==> src/rtl/out_frame_packer_if.sv <==
// ----------------------------------------------------------------------------
// out_frame_packer_if
//   Stream bundle around the frame packer. It carries the upstream sample
//   stream from the synthesis output buffer (s_axis_*) and the framed
//   AXI-Stream output (m_axis_*).
//
//   Handshake: a beat moves on a rising edge where tvalid & tready are both
//   high. A source holding tvalid=1 keeps its payload stable until it sees
//   tready. tready may change in any cycle and never depends on tvalid
//   combinationally.
//
//   Modports:
//     master - environment side: feeds s_axis_*, consumes m_axis_*
//     slave  - packer side: consumes s_axis_*, drives m_axis_*
// ----------------------------------------------------------------------------
interface out_frame_packer_if #(
    parameter int DATA_WIDTH      = 32,
    parameter int FFT_SIZE_WIDTH  = 12,
    parameter int FRAME_CNT_WIDTH = 16
);
    logic                       s_axis_tvalid;
    logic                       s_axis_tready;
    logic [DATA_WIDTH-1:0]      s_axis_tdata;
    logic [FFT_SIZE_WIDTH-2:0]  s_axis_phase;
    logic                       s_axis_final_cnt;

    logic                       m_axis_tvalid;
    logic                       m_axis_tready;
    logic [DATA_WIDTH-1:0]      m_axis_tdata;
    logic                       m_axis_tlast;
    logic [FRAME_CNT_WIDTH-1:0] m_axis_tuser;

    modport master (
        output s_axis_tvalid, s_axis_tdata, s_axis_phase, s_axis_final_cnt,
        output m_axis_tready,
        input  s_axis_tready,
        input  m_axis_tvalid, m_axis_tdata, m_axis_tlast, m_axis_tuser
    );

    modport slave (
        input  s_axis_tvalid, s_axis_tdata, s_axis_phase, s_axis_final_cnt,
        input  m_axis_tready,
        output s_axis_tready,
        output m_axis_tvalid, m_axis_tdata, m_axis_tlast, m_axis_tuser
    );
endinterface

==> src/rtl/out_frame_packer.sv <==
// ----------------------------------------------------------------------------
// out_frame_packer
//   Aligns the synthesis-bank sample stream to whole frames of M/2 samples,
//   checks phase continuity, adds tlast and a per-frame sequence number in
//   tuser, and isolates downstream backpressure with a 2-entry skid buffer.
//
//   Ports:
//     clk           - rising-edge clock
//     sync_reset_n  - synchronous active-low reset
//     fft_size      - channel count M (power of 2), sampled only while syncing
//     bus           - stream bundle (slave modport): s_axis_* in, m_axis_* out
//     seq_err       - sticky phase / final-count mismatch flag
//     dbg_state_o   - current FSM state (0 = S_SYNC, 1 = S_PASS)
// ----------------------------------------------------------------------------
module out_frame_packer #(
    parameter int DATA_WIDTH      = 32,
    parameter int FFT_SIZE_WIDTH  = 12,
    parameter int FRAME_CNT_WIDTH = 16
) (
    input  logic                      clk,
    input  logic                      sync_reset_n,
    input  logic [FFT_SIZE_WIDTH-1:0] fft_size,
    out_frame_packer_if.slave         bus,
    output logic                      seq_err,
    output logic                      dbg_state_o
);
    localparam int PW = FFT_SIZE_WIDTH - 1;

    typedef enum logic {
        S_SYNC = 1'b0,
        S_PASS = 1'b1
    } state_t;

    state_t                     state_q;
    logic [PW-1:0]              half_m_q;
    logic [PW-1:0]              exp_phase_q;
    logic [FRAME_CNT_WIDTH-1:0] frame_cnt_q;
    logic                       seq_err_q;
    logic                       s_tready_q;

    // Output buffer: main register drives m_axis_*, skid catches one push
    // that arrives while main is stalled.
    logic                       main_valid_q, main_valid_d;
    logic [DATA_WIDTH-1:0]      main_data_q,  main_data_d;
    logic                       main_last_q,  main_last_d;
    logic [FRAME_CNT_WIDTH-1:0] main_user_q,  main_user_d;
    logic                       skid_valid_q, skid_valid_d;
    logic [DATA_WIDTH-1:0]      skid_data_q,  skid_data_d;
    logic                       skid_last_q,  skid_last_d;
    logic [FRAME_CNT_WIDTH-1:0] skid_user_q,  skid_user_d;

    logic          accept;
    logic [PW-1:0] half_m_cur;
    logic [PW-1:0] last_phase;
    logic [PW-1:0] ref_phase;
    logic          phase_ok;
    logic          at_last;
    logic          push;
    logic          pop;

    // ------------------------------------------------------------------
    // Beat classification
    // ------------------------------------------------------------------
    always_comb begin
        accept     = bus.s_axis_tvalid & s_tready_q;
        // While syncing the frame length follows fft_size live, so a phase-0
        // beat accepted in the same cycle uses the value being registered.
        half_m_cur = (state_q == S_SYNC) ? PW'(fft_size >> 1) : half_m_q;
        last_phase = half_m_cur - PW'(1);
        ref_phase  = (state_q == S_SYNC) ? '0 : exp_phase_q;
        phase_ok   = (bus.s_axis_phase == ref_phase);
        // With half_m == 1, phase 0 is both first and last beat of a frame.
        at_last    = (ref_phase == last_phase);
        // final_cnt is only checked once locked; while syncing any phase-0
        // beat starts a frame.
        push       = accept & phase_ok &
                     ((state_q == S_SYNC) | (bus.s_axis_final_cnt == at_last));
        pop        = main_valid_q & bus.m_axis_tready;
    end

    // ------------------------------------------------------------------
    // Skid buffer next state (strict FIFO: skid always drains into main
    // before a new push can reach main).
    // ------------------------------------------------------------------
    always_comb begin
        main_valid_d = main_valid_q;
        main_data_d  = main_data_q;
        main_last_d  = main_last_q;
        main_user_d  = main_user_q;
        skid_valid_d = skid_valid_q;
        skid_data_d  = skid_data_q;
        skid_last_d  = skid_last_q;
        skid_user_d  = skid_user_q;

        if (!main_valid_q || pop) begin
            if (skid_valid_q) begin
                main_valid_d = 1'b1;
                main_data_d  = skid_data_q;
                main_last_d  = skid_last_q;
                main_user_d  = skid_user_q;
                skid_valid_d = push;
                if (push) begin
                    skid_data_d = bus.s_axis_tdata;
                    skid_last_d = at_last;
                    skid_user_d = frame_cnt_q;
                end
            end else begin
                main_valid_d = push;
                if (push) begin
                    main_data_d = bus.s_axis_tdata;
                    main_last_d = at_last;
                    main_user_d = frame_cnt_q;
                end
            end
        end else if (push) begin
            skid_valid_d = 1'b1;
            skid_data_d  = bus.s_axis_tdata;
            skid_last_d  = at_last;
            skid_user_d  = frame_cnt_q;
        end
    end

    // ------------------------------------------------------------------
    // FSM, counters and registered outputs
    // ------------------------------------------------------------------
    always_ff @(posedge clk) begin
        if (!sync_reset_n) begin
            state_q      <= S_SYNC;
            half_m_q     <= '0;
            exp_phase_q  <= '0;
            frame_cnt_q  <= '0;
            seq_err_q    <= 1'b0;
            s_tready_q   <= 1'b0;
            main_valid_q <= 1'b0;
            main_data_q  <= '0;
            main_last_q  <= 1'b0;
            main_user_q  <= '0;
            skid_valid_q <= 1'b0;
            skid_data_q  <= '0;
            skid_last_q  <= 1'b0;
            skid_user_q  <= '0;
        end else begin
            if (state_q == S_SYNC) begin
                half_m_q <= half_m_cur;
            end

            if (accept) begin
                case (state_q)
                    S_SYNC: begin
                        // Non-zero phases are drained silently.
                        if (push) begin
                            state_q <= S_PASS;
                            if (at_last) begin
                                exp_phase_q <= '0;
                                frame_cnt_q <= frame_cnt_q + FRAME_CNT_WIDTH'(1);
                            end else begin
                                exp_phase_q <= PW'(1);
                            end
                        end
                    end
                    S_PASS: begin
                        if (push) begin
                            if (at_last) begin
                                exp_phase_q <= '0;
                                frame_cnt_q <= frame_cnt_q + FRAME_CNT_WIDTH'(1);
                            end else begin
                                exp_phase_q <= exp_phase_q + PW'(1);
                            end
                        end else begin
                            // Broken sequence: drop the beat and resync; the
                            // partial frame is left without tlast.
                            seq_err_q <= 1'b1;
                            state_q   <= S_SYNC;
                        end
                    end
                    default: state_q <= S_SYNC;
                endcase
            end

            main_valid_q <= main_valid_d;
            main_data_q  <= main_data_d;
            main_last_q  <= main_last_d;
            main_user_q  <= main_user_d;
            skid_valid_q <= skid_valid_d;
            skid_data_q  <= skid_data_d;
            skid_last_q  <= skid_last_d;
            skid_user_q  <= skid_user_d;
            // Ready drops the same edge the skid fills, so at most the one
            // beat already in flight lands in skid.
            s_tready_q   <= ~skid_valid_d;
        end
    end

    assign bus.s_axis_tready = s_tready_q;
    assign bus.m_axis_tvalid = main_valid_q;
    assign bus.m_axis_tdata  = main_data_q;
    assign bus.m_axis_tlast  = main_last_q;
    assign bus.m_axis_tuser  = main_user_q;
    assign seq_err           = seq_err_q;
    assign dbg_state_o       = (state_q == S_PASS);

endmodule

==> src/flat_wrapper.sv <==
// flat-port wrapper written by rule: the top's interface ports become plain ports
module out_frame_packer_flat 
#(
    parameter int DATA_WIDTH      = 32,
    parameter int FFT_SIZE_WIDTH  = 12,
    parameter int FRAME_CNT_WIDTH = 16
)
  (clk, sync_reset_n, fft_size, seq_err, dbg_state_o, bus_s_axis_tvalid, bus_s_axis_tdata, bus_s_axis_phase, bus_s_axis_final_cnt, bus_m_axis_tready, bus_s_axis_tready, bus_m_axis_tvalid, bus_m_axis_tdata, bus_m_axis_tlast, bus_m_axis_tuser);
  out_frame_packer_if #(.DATA_WIDTH(DATA_WIDTH), .FFT_SIZE_WIDTH(FFT_SIZE_WIDTH), .FRAME_CNT_WIDTH(FRAME_CNT_WIDTH)) bus_i ();
  input  logic clk;
  input  logic sync_reset_n;
  input  logic [FFT_SIZE_WIDTH-1:0] fft_size;
  output logic seq_err;
  output logic dbg_state_o;
  input wire logic [$bits(bus_i.s_axis_tvalid)-1:0] bus_s_axis_tvalid;
  input wire logic [$bits(bus_i.s_axis_tdata)-1:0] bus_s_axis_tdata;
  input wire logic [$bits(bus_i.s_axis_phase)-1:0] bus_s_axis_phase;
  input wire logic [$bits(bus_i.s_axis_final_cnt)-1:0] bus_s_axis_final_cnt;
  input wire logic [$bits(bus_i.m_axis_tready)-1:0] bus_m_axis_tready;
  output wire logic [$bits(bus_i.s_axis_tready)-1:0] bus_s_axis_tready;
  output wire logic [$bits(bus_i.m_axis_tvalid)-1:0] bus_m_axis_tvalid;
  output wire logic [$bits(bus_i.m_axis_tdata)-1:0] bus_m_axis_tdata;
  output wire logic [$bits(bus_i.m_axis_tlast)-1:0] bus_m_axis_tlast;
  output wire logic [$bits(bus_i.m_axis_tuser)-1:0] bus_m_axis_tuser;
  assign bus_i.s_axis_tvalid = bus_s_axis_tvalid;
  assign bus_i.s_axis_tdata = bus_s_axis_tdata;
  assign bus_i.s_axis_phase = bus_s_axis_phase;
  assign bus_i.s_axis_final_cnt = bus_s_axis_final_cnt;
  assign bus_i.m_axis_tready = bus_m_axis_tready;
  assign bus_s_axis_tready = bus_i.s_axis_tready;
  assign bus_m_axis_tvalid = bus_i.m_axis_tvalid;
  assign bus_m_axis_tdata = bus_i.m_axis_tdata;
  assign bus_m_axis_tlast = bus_i.m_axis_tlast;
  assign bus_m_axis_tuser = bus_i.m_axis_tuser;
  out_frame_packer #(.DATA_WIDTH(DATA_WIDTH), .FFT_SIZE_WIDTH(FFT_SIZE_WIDTH), .FRAME_CNT_WIDTH(FRAME_CNT_WIDTH)) u_core (.clk(clk), .sync_reset_n(sync_reset_n), .fft_size(fft_size), .bus(bus_i), .seq_err(seq_err), .dbg_state_o(dbg_state_o));
endmodule
==> config.mk <==
export PLATFORM = sky130hd
export DESIGN_NAME = out_frame_packer_flat
export DESIGN_NICKNAME = d
export VERILOG_FILES = /design/src/rtl/out_frame_packer_if.sv /design/src/rtl/out_frame_packer.sv /design/src/flat_wrapper.sv
export SDC_FILE = /design/constraint.sdc
export NUM_CORES = 1
export LEC_CHECK = 0
export ABC_AREA = 1
export ABC_CLOCK_PERIOD_IN_PS = 2580
export CORE_ASPECT_RATIO = 1.2
export CORE_MARGIN = 10
export CORE_UTILIZATION = 49
export DETAILED_ROUTE_END_ITERATION = 8
export GPL_TIMING_DRIVEN = 0
export PLACE_DENSITY = 0.83
export SLEW_MARGIN = 20
export SYNTH_ARGS = -nofsm -noshare
export SYNTH_HDL_FRONTEND = slang
export SYNTH_SLANG_ARGS = --single-unit
==> constraint.sdc <==
create_clock -name clk -period 2.58 [get_ports clk]
set_input_delay 0.516 -clock clk [delete_from_list [all_inputs] [get_ports clk]]
set_output_delay 0.516 -clock clk [all_outputs]
set_load 0.01 [all_outputs]
==> summary.md <==
| Metric | Value |
|---|---|
| Number of global-route vias before repair | `between 8,000 and 9,000` |
| Worst-Skew Late Latency | `approximately 440 ps` |
| Crit Path Max Fanout | `7` |
| Hold Path Cell Cnt | `2` |
| Violated checks | `negative setup slack` |
| F_max | `roughly 350 MHz` |
| Area grow syn2layout | `43.7%` |
| Worst reg2reg setup slack | `-280 ps` |
| Total GRT Usage | `roughly 22%` |
| CTS Buf Count | `17` |
| Clock Path Buffers | `2` |
| Slowest CP cell | `dfxtp_4` |
| Fin. Hold Viols | `0` |
| Num ports | `approximately 110` |
| Slowest cell delay on critical path | `approximately 380 ps` |
| Status | `finished, violations left` |
| Multi-input gate area | `between 0.004 and 0.005 sq mm` |
| P per Cell Area | `around 500 mW/mm^2` |
| TritonCTS clock tree | `yes` |
| Global route overflow | `0` |
| Post-route clock period utilization | `111%` |
| Drt pass-1 iters | `7` |
| Worst-margin pin slew | `around 750 ps` |
| First-pass GRT wire length | `between 30,000 and 40,000 um` |
| Root Buffer Master | `clkbuf_16` |
| Core area | `roughly 0.014 sq mm` |
| Detailed Route WL | `about 25,000 um` |
| Initial antenna violation count | `0` |
| Total power | `between 5 and 6 mW` |
| Final ANT Viol Nets | `0` |
| Die area | `slightly above 0.02 sq mm` |
| RSZ-0062 raised after global routing | `yes` |
| Max-cap violations | `0` |
| Synth Warn # | `0` |
| Reg2reg path depth | `22` |
| Reg2reg start | `u_core.dbg_state_o$_SDFFE_PN0P_` |
| # diodes | `0` |
| Post-route worst setup slack | `-278 ps` |
| Worst hold path class | `reg2reg` |
| Largest net degree at the start of global routing | `17` |
| Worst flop-to-flop path endpoint | `u_core.bus.m_axis_tuser[0]$_SDFFE_PN0P_` |
| Hold Path Origin | `u_core.seq_err$_SDFFE_PN0P_` |
| Synthesized area per cell | `approximately 6.3 sq um` |
| WS Path Type | `reg2reg` |
| Max-slew violations | `0` |
| Final GP Congestion | `around 0.92` |
| Total vias in the final route | `between 8,000 and 9,000` |
| Starting DRT DRC Count | `about 660` |
| Post-layout min period | `2860 ps` |
| Most Frequent Cell on Critical Path | `nand2_1` |
| Chip Height | `153 um` |
| WP data arrival | `~3200 ps` |
| Hpwl dp | `approximately 15,000 um` |
| FF/Latch Area | `roughly 0.0028 sq mm` |
| Layout cell share with drive strength beyond 1 | `a little under a fifth` |
| Cell count after synthesis | `1,161` |
| Hold endpoint | `u_core.seq_err$_SDFFE_PN0P_` |
| Leak | `between 4 and 5 nW` |
| Filler cell count | `between 1,000 and 1,500` |
| Site Rows | `48` |
| Hold_ws | `490 ps` |
| Via density per instance | `around 5.3` |
| Synth Register Bits | `around 140` |
| Level count of the clock H-tree | `4` |
| Critical Path RT | `between 2000 and 3000 ps` |
| Rel. slew slack | `around half` |
| Wirelength per Cell | `between 15 and 20 um` |
| Worst Clk Skew | `about 15 ps` |
| # DRC | `0` |
| Critical Path End Type | `flip-flop` |
| Setup Viol. Count Final | `around 130` |
| Syn nets | `~1,200` |
| Placed Area | `just under 0.009 sq mm` |
| Synthesized area | `around 0.0073 sq mm` |
| Peak supply drop | `roughly 0.5 mV` |
| # port buffers | `around 110` |
| Reg clk slew, reported paths | `around 60 ps` |
| Register area share after synthesis | `38.8%` |
| Clk sinks | `~140` |
| Die Wd | `131 um` |
| Startpoint Class | `flip-flop` |
| Final instance area | `between 0.01 and 0.015 sq mm` |
| Initial Utilization | `50.2%` |
| CP Cell Sequence | `inv_4 -> buf_6 -> nand2_4 -> nand2_4 -> ha_4 -> nand3_4 -> nor2_4 -> nand2_1 -> nand2_1 -> nand2_1 -> nand2_1 -> nand2_1 -> nor2_2 -> nand3_1 -> nand3_4 -> nand2_4 -> nand2_4 -> nand2_8 -> buf_12 -> buf_12 -> nor2_2 -> nor2_2` |
| Final #Nets | `~1,400` |
| Unique masters post-synth | `40` |
## registers in the layout, summed over array words and instances (netlist names), 11 cells and up
register                 count
u_core.bus.m_axis_tuser     16
u_core.skid_user_q          16
u_core.frame_cnt_q          16
u_core.bus.m_axis_tdata     32
u_core.half_m_q             11
u_core.exp_phase_q          11
u_core.skid_data_q          32
## worst max-delay path: cells and delay by family (launching register included)
kind                     cells  cell delay, ps
AND/OR/NAND/NOR             17            1710
adder cells (fa/ha/maj)      1             170
flip-flops                   1             380
buffers and inverters        4             500
## worst max-delay path by stage
stage	slack [ps]	depth (start not counted)	from	end
6_report	-280	22	u_core.dbg_state_o$_SDFFE_PN0P_	u_core.bus.m_axis_tuser[0]$_SDFFE_PN0P_
5_1_grt	-450	21	u_core.dbg_state_o$_SDFFE_PN0P_	u_core.skid_data_q[29]$_SDFFE_PN0P_
4_1_cts	-160	23	u_core.dbg_state_o$_SDFFE_PN0P_	u_core.bus.m_axis_tdata[5]$_SDFFE_PN0P_
3_5_place_dp	-1010	21	fft_size[1]	u_core.skid_valid_q$_SDFF_PN0_
3_3_place_gp	-950	21	fft_size[1]	u_core.skid_valid_q$_SDFF_PN0_
2_1_floorplan	2	21	fft_size[2]	u_core.skid_data_q[27]$_SDFFE_PN0P_
## synthesized netlist by cell type (all sizes together)
| library cell | number | area, sq um |
|---|---|---|
| o2111ai | 1 | 8.76 |
| xnor2 | 6 | 52.6 |
| a21oi | 26 | 130 |
| nor3 | 11 | 55.1 |
| nor4 | 8 | 50.1 |
| o21ai | 83 | 419 |
| ha | 3 | 37.5 |
| xor2 | 16 | 140 |
| inv | 115 | 434 |
| a31oi | 1 | 6.26 |
| nand4 | 13 | 81.3 |
| dfxtp | 141 | 2820 |
| or3 | 1 | 6.26 |
| o21a | 1 | 7.51 |
| nor4b | 1 | 8.76 |
| nor2 | 256 | 978 |
| nor3b | 2 | 15.0 |
| nand3 | 48 | 263 |
| clkbuf | 24 | 91.3 |
| nand3b | 2 | 15.0 |
| a31o | 1 | 8.76 |
| clkinv | 1 | 3.75 |
| buf | 28 | 193 |
| nand2 | 368 | 1420 |
| or2 | 4 | 25.0 |
## power breakdown
part / switching (mW) / internal (mW) / leakage (nW)
combinational: 0.170 / 0.142 / 3.21
sequential: 0.00486 / 2.19 / 1.14
clock: 0.984 / 1.69 / 0.309
## cell families (layout without fill, tap and decap cells)
logic type                 after synthesis  in the layout  share of synthesized area [%]
and+or+nand+nor                        714            714                           40.1
buffers and inverters                  168            351                           9.93
DFF                                    141            141                           38.8
AOI/OAI and AO/OA                      113            113                           7.98
xor gates and xnor gates                22             22                           2.65
adders and majority gates                3              3                          0.516
## per-stage QoR
step / TNS [ps] / std cells / utilization (%) / setup slack, ps
global route: -44890 / 1544 / 72.2 / -452
floorplan: 0 / 1161 / - / 2.05
finish: -23970 / 1544 / 72.2 / -278
CTS: -10750 / 1532 / 68.6 / -161
detailed placement: -107800 / 1472 / 59.8 / -1010
global placement: -101070 / 1472 / 59.8 / -953
## cell usage in the layout, fill, tap and decap left out, drive strengths merged
cell             n
bufinv           4
or2              4
nor4             8
a31o             1
dfxtp          141
or3              1
o21a             1
nor4b            1
clkinvlp         3
inv            113
o2111ai          1
dlygate4sd2      2
nor3            11
clkinv           7
clkbuf          46
a21oi           26
xor2            16
nand3           48
nand4           13
nand2          368
nor2           256
clkdlybuf4s50  109
buf             67
a31oi            1
ha               3
nand3b           2
xnor2            6
o21ai           83
nor3b            2
## what timing repair did
action | in CTS | in global routing
cloned | 7 | 4
hold buffers | 0 | 0
buffers inserted | 21 | 10
setup endpoints to repair | 129 | 130
gates resized for setup | 150 | 114
pin swaps | 50 | 65
## final cells by class
cell class	count	share of cell area (%)
Clock inverter	11	1.57
Inverter	116	4.39
Tap cell	200	2.39
Sequential cell	141	27.0
Clock buffer	21	4.50
Buffer	51	3.95
Timing Repair Buffer	152	15.4
Multi-Input combinational cell	852	40.8
## layer usage
metal | global-route usage (%) | vias to the layer above | routed length, um
met1 | 22.4 | 3701 | 9080
li1 | - | 3933 | -
met2 | 40.5 | 384 | 12600
met5 | 0 | - | 0
met3 | 7.21 | 117 | 1750
met4 | 11.6 | 0 | 1250
(Power assumes the default switching activity.)
